==> src/rtl/track_aim_if.sv <==
// Step request channel between the aiming controller and the stepper driver.
// One request outstanding at a time; axis/dir held while step_req is high.
interface track_aim_if;
    logic step_req;
    logic step_axis;
    logic step_dir;
    logic step_ack;

    modport master (
        output step_req,
        output step_axis,
        output step_dir,
        input  step_ack
    );

    modport slave (
        input  step_req,
        input  step_axis,
        input  step_dir,
        output step_ack
    );
endinterface

==> src/rtl/track_aim_ctrl.sv <==
// Pan/tilt aiming controller: turns predicted target position into step
// bursts, tracks signed step positions and runs IDLE/TRACK/WAIT/SEARCH.
module track_aim_ctrl #(
    parameter int UPDATE_PERIOD = 2_000_000,
    parameter int CENTER_X      = 319,
    parameter int CENTER_Y      = 239,
    parameter int DEADBAND      = 4,
    parameter int ERR_SHIFT     = 3,
    parameter int MAX_STEPS     = 8,
    parameter int LOST_TICKS    = 10,
    parameter int PAN_LIMIT     = 200,
    parameter int TILT_LIMIT    = 100
) (
    input  logic               clk,
    input  logic               reset_n,
    input  logic               enable,
    input  logic [15:0]        x_target,
    input  logic [15:0]        y_target,
    input  logic               target_valid,
    track_aim_if.master        step,
    output logic signed [15:0] pan_pos,
    output logic signed [15:0] tilt_pos,
    output logic               locked,
    output logic [1:0]         state_out
);

    typedef enum logic [1:0] {
        S_IDLE   = 2'b00,
        S_TRACK  = 2'b01,
        S_WAIT   = 2'b10,
        S_SEARCH = 2'b11
    } state_t;

    localparam logic signed [16:0] CX   = 17'(CENTER_X);
    localparam logic signed [16:0] CY   = 17'(CENTER_Y);
    localparam logic [16:0]        DB   = 17'(DEADBAND);
    localparam logic [16:0]        MS   = 17'(MAX_STEPS);
    localparam logic [7:0]         LT   = 8'(LOST_TICKS);
    localparam logic signed [15:0] PL   = 16'(PAN_LIMIT);
    localparam logic signed [15:0] TL   = 16'(TILT_LIMIT);
    localparam logic [31:0]        TEND = 32'(UPDATE_PERIOD - 1);

    state_t      state;
    logic [31:0] tcnt;
    logic        tick;
    logic [7:0]  pan_n;
    logic [7:0]  tilt_n;
    logic        pan_d;
    logic        tilt_d;
    logic        sweep_dir;
    logic [7:0]  lost_cnt;
    logic        busy;

    logic signed [16:0] ex;
    logic signed [16:0] ey;
    logic [16:0] ax;
    logic [16:0] ay;
    logic [7:0]  nx;
    logic [7:0]  ny;
    logic        pan_ok;
    logic        tilt_ok;

    // Step count for one axis: deadband, shift, clamp to [1, MAX_STEPS].
    function automatic logic [7:0] steps_for(input logic [16:0] a);
        logic [16:0] s;
        s = a >> ERR_SHIFT;
        if (a <= DB)
            return 8'd0;
        else if (s > MS)
            return MS[7:0];
        else if (s == 17'd0)
            return 8'd1;
        else
            return s[7:0];
    endfunction

    assign ex = signed'({1'b0, x_target}) - CX;
    assign ey = signed'({1'b0, y_target}) - CY;
    assign ax = ex[16] ? 17'(-ex) : 17'(ex);
    assign ay = ey[16] ? 17'(-ey) : 17'(ey);
    assign nx = steps_for(ax);
    assign ny = steps_for(ay);

    assign pan_ok  = pan_d  ? (pan_pos  < PL) : (pan_pos  > -PL);
    assign tilt_ok = tilt_d ? (tilt_pos < TL) : (tilt_pos > -TL);

    assign busy      = step.step_req | (pan_n != 8'd0) | (tilt_n != 8'd0);
    assign tick      = (tcnt == TEND);
    assign state_out = state;

    // Free-running update tick counter.
    always_ff @(posedge clk or negedge reset_n) begin
        if (!reset_n)
            tcnt <= '0;
        else if (tick)
            tcnt <= '0;
        else
            tcnt <= tcnt + 32'd1;
    end

    // Handshake, burst sequencing, position tracking and mode FSM.
    always_ff @(posedge clk or negedge reset_n) begin
        if (!reset_n) begin
            state          <= S_IDLE;
            pan_n          <= '0;
            tilt_n         <= '0;
            pan_d          <= 1'b0;
            tilt_d         <= 1'b0;
            sweep_dir      <= 1'b1;
            lost_cnt       <= '0;
            locked         <= 1'b0;
            pan_pos        <= '0;
            tilt_pos       <= '0;
            step.step_req  <= 1'b0;
            step.step_axis <= 1'b0;
            step.step_dir  <= 1'b0;
        end else begin
            if (step.step_req && step.step_ack) begin
                step.step_req <= 1'b0;
                if (step.step_axis)
                    tilt_pos <= step.step_dir ? tilt_pos + 16'sd1
                                              : tilt_pos - 16'sd1;
                else
                    pan_pos <= step.step_dir ? pan_pos + 16'sd1
                                             : pan_pos - 16'sd1;
            end

            if (!enable) begin
                // Abandon queued steps; leave only once the open step is done.
                pan_n  <= '0;
                tilt_n <= '0;
                if (!step.step_req) begin
                    state  <= S_IDLE;
                    locked <= 1'b0;
                end
            end else if (!step.step_req && (pan_n != 8'd0)) begin
                pan_n <= pan_n - 8'd1;
                if (pan_ok) begin
                    step.step_req  <= 1'b1;
                    step.step_axis <= 1'b0;
                    step.step_dir  <= pan_d;
                end
            end else if (!step.step_req && (tilt_n != 8'd0)) begin
                tilt_n <= tilt_n - 8'd1;
                if (tilt_ok) begin
                    step.step_req  <= 1'b1;
                    step.step_axis <= 1'b1;
                    step.step_dir  <= tilt_d;
                end
            end else if (tick && !busy) begin
                if (target_valid) begin
                    state    <= S_TRACK;
                    pan_n    <= nx;
                    pan_d    <= ~ex[16];
                    tilt_n   <= ny;
                    tilt_d   <= ~ey[16];
                    locked   <= (nx == 8'd0) && (ny == 8'd0);
                    lost_cnt <= '0;
                end else begin
                    unique case (state)
                        S_IDLE, S_TRACK: begin
                            state    <= S_WAIT;
                            lost_cnt <= 8'd1;
                            locked   <= 1'b0;
                        end
                        S_WAIT: begin
                            lost_cnt <= lost_cnt + 8'd1;
                            if (lost_cnt + 8'd1 == LT)
                                state <= S_SEARCH;
                        end
                        S_SEARCH: begin
                            if (tilt_pos != 16'sd0) begin
                                tilt_n <= 8'd1;
                                tilt_d <= tilt_pos[15];
                            end else if (sweep_dir && pan_pos >= PL) begin
                                sweep_dir <= 1'b0;
                                pan_n     <= 8'd1;
                                pan_d     <= 1'b0;
                            end else if (!sweep_dir && pan_pos <= -PL) begin
                                sweep_dir <= 1'b1;
                                pan_n     <= 8'd1;
                                pan_d     <= 1'b1;
                            end else begin
                                pan_n <= 8'd1;
                                pan_d <= sweep_dir;
                            end
                        end
                        default: state <= S_IDLE;
                    endcase
                end
            end
        end
    end

endmodule

==> src/flat_wrapper.sv <==
// flat-port wrapper written by rule: the top's interface ports become plain ports
module track_aim_ctrl_flat 
#(
    parameter int UPDATE_PERIOD = 2_000_000,
    parameter int CENTER_X      = 319,
    parameter int CENTER_Y      = 239,
    parameter int DEADBAND      = 4,
    parameter int ERR_SHIFT     = 3,
    parameter int MAX_STEPS     = 8,
    parameter int LOST_TICKS    = 10,
    parameter int PAN_LIMIT     = 200,
    parameter int TILT_LIMIT    = 100
)
  (clk, reset_n, enable, x_target, y_target, target_valid, pan_pos, tilt_pos, locked, state_out, step_step_req, step_step_axis, step_step_dir, step_step_ack);
  track_aim_if step_i ();
  input  logic clk;
  input  logic reset_n;
  input  logic enable;
  input  logic [15:0] x_target;
  input  logic [15:0] y_target;
  input  logic target_valid;
  output logic signed [15:0] pan_pos;
  output logic signed [15:0] tilt_pos;
  output logic locked;
  output logic [1:0] state_out;
  output wire logic [$bits(step_i.step_req)-1:0] step_step_req;
  output wire logic [$bits(step_i.step_axis)-1:0] step_step_axis;
  output wire logic [$bits(step_i.step_dir)-1:0] step_step_dir;
  input wire logic [$bits(step_i.step_ack)-1:0] step_step_ack;
  assign step_step_req = step_i.step_req;
  assign step_step_axis = step_i.step_axis;
  assign step_step_dir = step_i.step_dir;
  assign step_i.step_ack = step_step_ack;
  track_aim_ctrl #(.UPDATE_PERIOD(UPDATE_PERIOD), .CENTER_X(CENTER_X), .CENTER_Y(CENTER_Y), .DEADBAND(DEADBAND), .ERR_SHIFT(ERR_SHIFT), .MAX_STEPS(MAX_STEPS), .LOST_TICKS(LOST_TICKS), .PAN_LIMIT(PAN_LIMIT), .TILT_LIMIT(TILT_LIMIT)) u_core (.clk(clk), .reset_n(reset_n), .enable(enable), .x_target(x_target), .y_target(y_target), .target_valid(target_valid), .step(step_i), .pan_pos(pan_pos), .tilt_pos(tilt_pos), .locked(locked), .state_out(state_out));
endmodule
==> config.mk <==
export PLATFORM = sky130hd
export DESIGN_NAME = track_aim_ctrl_flat
export DESIGN_NICKNAME = d
export VERILOG_FILES = /design/src/rtl/track_aim_if.sv /design/src/rtl/track_aim_ctrl.sv /design/src/flat_wrapper.sv
export SDC_FILE = /design/constraint.sdc
export NUM_CORES = 1
export LEC_CHECK = 0
export ABC_AREA = 1
export BUFFER_PORTS_ARGS = -buffer_cell sky130_fd_sc_hd__buf_2
export CAP_MARGIN = 20
export CORE_ASPECT_RATIO = 0.9
export CORE_UTILIZATION = 54
export CTS_CLUSTER_SIZE = 30
export DETAILED_ROUTE_END_ITERATION = 10
export PLACE_DENSITY = 0.83
export REMOVE_ABC_BUFFERS = 1
export SYNTH_ARGS = -nofsm -noshare
export SYNTH_HDL_FRONTEND = slang
export SYNTH_SLANG_ARGS = --single-unit
==> constraint.sdc <==
create_clock -name clk -period 8.15 [get_ports clk]
set_input_delay 0.815 -clock clk [delete_from_list [all_inputs] [get_ports clk]]
set_output_delay 0.815 -clock clk [all_outputs]
set_load 0.005 [all_outputs]
==> reports/results.ini <==
[status]
status = completed

[place]
dp_cells = 1536
hpwlAfterDp_mm = 15.5
place_congestion = 0.960
port-buffer-count = 74

[floorplan]
die_area_sq_um = 16300
ioPinCount = 75
chipHeight_microns = 121
coreArea_sq_um = 15400
std_cell_rows = 43
initial_utilization = 0.554
die_w_microns = 135

[clock_network]
postCtsHoldBufs = 0
cts_resized = 0
h-tree-depth = 3
clk_path_buf_depth = 2
postCtsSetupBuffers = 0
clk_latency_ns = 0.35
cts_tree = yes
cts_root_buffer = clkbuf_16
cts_sinks = 97
cts_made_buffers = 9
cts.clk_slew.worst_paths_ns = 0.07

[critical_path]
rrSetupSlack_ns = 5.46
start_kind = flip-flop
end_kind = flip-flop
crit_fanout = 35
crit_required_ns = 8.39
criticalPathCategory = reg -> reg
arrival_ns = 2.93

[detailed_routing]
antenna_left = 0
viasPerCell = 5.40
finalWirelength_mm = 20.1
firstDrtPassIters = 6
drt-initial-drc-count = 588
drcViolationCount = 0
wl_per_cell_microns = 13.0
vias = 8390

[synth]
synth_compound_area_frac = 0.112
synth_ff_type = dfrtp_1
async_flop_share = 1.00
synth_enable_flop_cells = 0
synth_top_area_share = 0.281
synth_top_area_cell = dfrtp_1
muxShareOfSynthArea = 0.00249
synthSimpleGateAreaFrac = 0.398
synth-xor-area-share = 0.0481
synth-seq-area-share = 0.284
ys_warn_count = 0
synth_area_leaders = dfrtp_1 (28%), nand2_1 (14%), inv_1 (7.5%), nand3_1 (6.4%), ha_1 (5.7%)
synth_top_family_by_area = simple AND/OR/NAND/NOR gates
synth.distinct_cells = 60
synth_fa_ha_area_frac = 0.0617
synthCells = 1273
syn_area_per_cell_sq_um = 6.72
synth-seq-cells = 97
netlist_area_sq_um = 8550

[cells_and_area]
drive_gt1_frac = 0.138
multi_input_area_sq_um = 5330
final_cells = 1553
num_antenna_cells = 0
fill_cells = 1438
nets = 1424
syn2layout_area_growth_pct = 9.77
seq_area_sq_um = 2430
final_common_cell = nand2_1
layout_common_cells = nand2_1 (328), inv_1 (171), nor2_1 (128)

[grt]
grt_use_met2 = 0.416
grt_first_pass_wirelength_mm = 34.4
grt_usage = 0.256
antenna_found_initial = 0
overflow = 0
grt_use_met1 = 0.358
grt_busiest_layer = met2
grt_max_degree = 66
first_global_vias = 7619
use_met3 = 0.0343

[timing]
slew_violations = 0
setup_viol = 0
finalSetupTns_ns = 0
period_needed_ns = 2.69
max_freq_mhz = 372
tightest_slew_ns = 0.873
finalCritPeriodShare = 0.330
finClkSkew_ns = 0.00642
grt_setup_unrepaired = no
maxSlewHeadroom = 0.416
hold_viol = 0

[pwr]
power_frac_seq = 0.298
power_frac_clock = 0.171
leakage_nw = 4.75
switching_power_mw = 1.16
ir_drop_mv = 0.200
swShare = 0.461
power_per_cell_area_nw_per_um2 = 269
power_frac_comb = 0.531
report.power.total_mw = 2.52
p_int_mw = 1.36

[min_path]
holdCritPathClass = in -> async

[job]
maxCapViolCount = 0

[kinds of logic after synthesis]
group | Yosys count
buffers and inverters | 196
adders and majority gates | 41
AOI/OAI and AO/OA | 160
xor gates and xnor gates | 47
DFF | 97
muxes | 2
and+or+nand+nor | 730
[cells in the mapped netlist, types with 7 or more instances]
cell type	count
a21oi_1	52
clkbuf_1	8
dfrtp_1	96
ha_1	39
inv_1	171
inv_2	8
nand2_1	328
nand2_2	23
nand3_1	110
nand3_2	7
nand3b_1	7
nand4_1	33
nor2_1	128
nor2_2	20
nor2_4	7
nor3_1	26
nor4_1	13
o21ai_0	56
o41ai_1	7
or2_2	8
xnor2_1	16
xor2_1	31
[final cells by class]
| type | instances | share of cell area |
|---|---|---|
| Multi-Input combinational cell | 980 | 0.568 |
| Timing Repair Buffer | 78 | 0.0429 |
| Tap cell | 202 | 0.0269 |
| Sequential cell | 97 | 0.259 |
| Inverter | 180 | 0.0720 |
| Clock buffer | 12 | 0.0263 |
| Clock inverter | 4 | 0.00546 |
[sequential cells by signal, summed over array words and instances (netlist names), 2 cells and up]
register,cells
u_core.tilt_pos,16
u_core.pan_pos,16
u_core.state_out,2
u_core.pan_n,8
u_core.tilt_n,8
u_core.tcnt,32
u_core.lost_cnt,8
[path summary, 6_finish.rpt]
path	from	endpoint	depth (start not counted)
max	u_core.step.step_dir	u_core.tilt_pos[14]	13
min	reset_n	u_core.lost_cnt[7]	1
max reg2reg	u_core.step.step_dir	u_core.tilt_pos[14]	13
min reg2reg	u_core.tcnt[0]	u_core.tcnt[0]	1
max in group asynchronous	reset_n	u_core.tilt_pos[1]	2
min in group clk	u_core.tcnt[0]	u_core.tcnt[0]	1
[metal layers]
layer | vias to the layer above | wire length [microns] | share of wire
met5 | - | 0 | 0
met4 | 0 | 226 | 0.011
met3 | 22 | 915 | 0.045
met2 | 208 | 9250 | 0.46
met1 | 3822 | 9720 | 0.48
li1 | 4338 | - | -
[per-stage QoR]
step                      utilization  hold slack (ns)  worst slack, ns  cell area, sq um
after floorplan                     -            0.432             5.38              8440
after global placement          0.588            0.453             5.31              9080
after global routing            0.608            0.439             5.21              9390
after CTS                       0.608            0.413             5.49              9380
after detailed placement        0.588            0.454             5.23              9080
final                           0.608            0.393             5.46              9390
[power by group through the flow]
stage          Combinational (mW)  Clock [mW]  Sequential, mW
2_1_floorplan               0.980           0           0.726
3_3_place_gp                 1.28           0           0.752
3_5_place_dp                 1.32           0           0.758
4_1_cts                      1.33       0.438           0.750
5_1_grt                      1.53       0.460           0.772
6_report                     1.34       0.432           0.752
[worst max-delay path, cell delays in order, from the launching register on]
cell and delay [ns]:
dfrtp_1 0.38, inv_1 0.05, buf_4 0.39, ha_1 0.37, a21oi_1 0.18, o21bai_1 0.14
nand3_1 0.10, o2111ai_1 0.13, nand2_1 0.11, a21oi_1 0.06, or2_2 0.28, or2_2 0.28
nand3_1 0.07, nand2_1 0.05
Note: power is estimated with default switching activity, not from simulation.
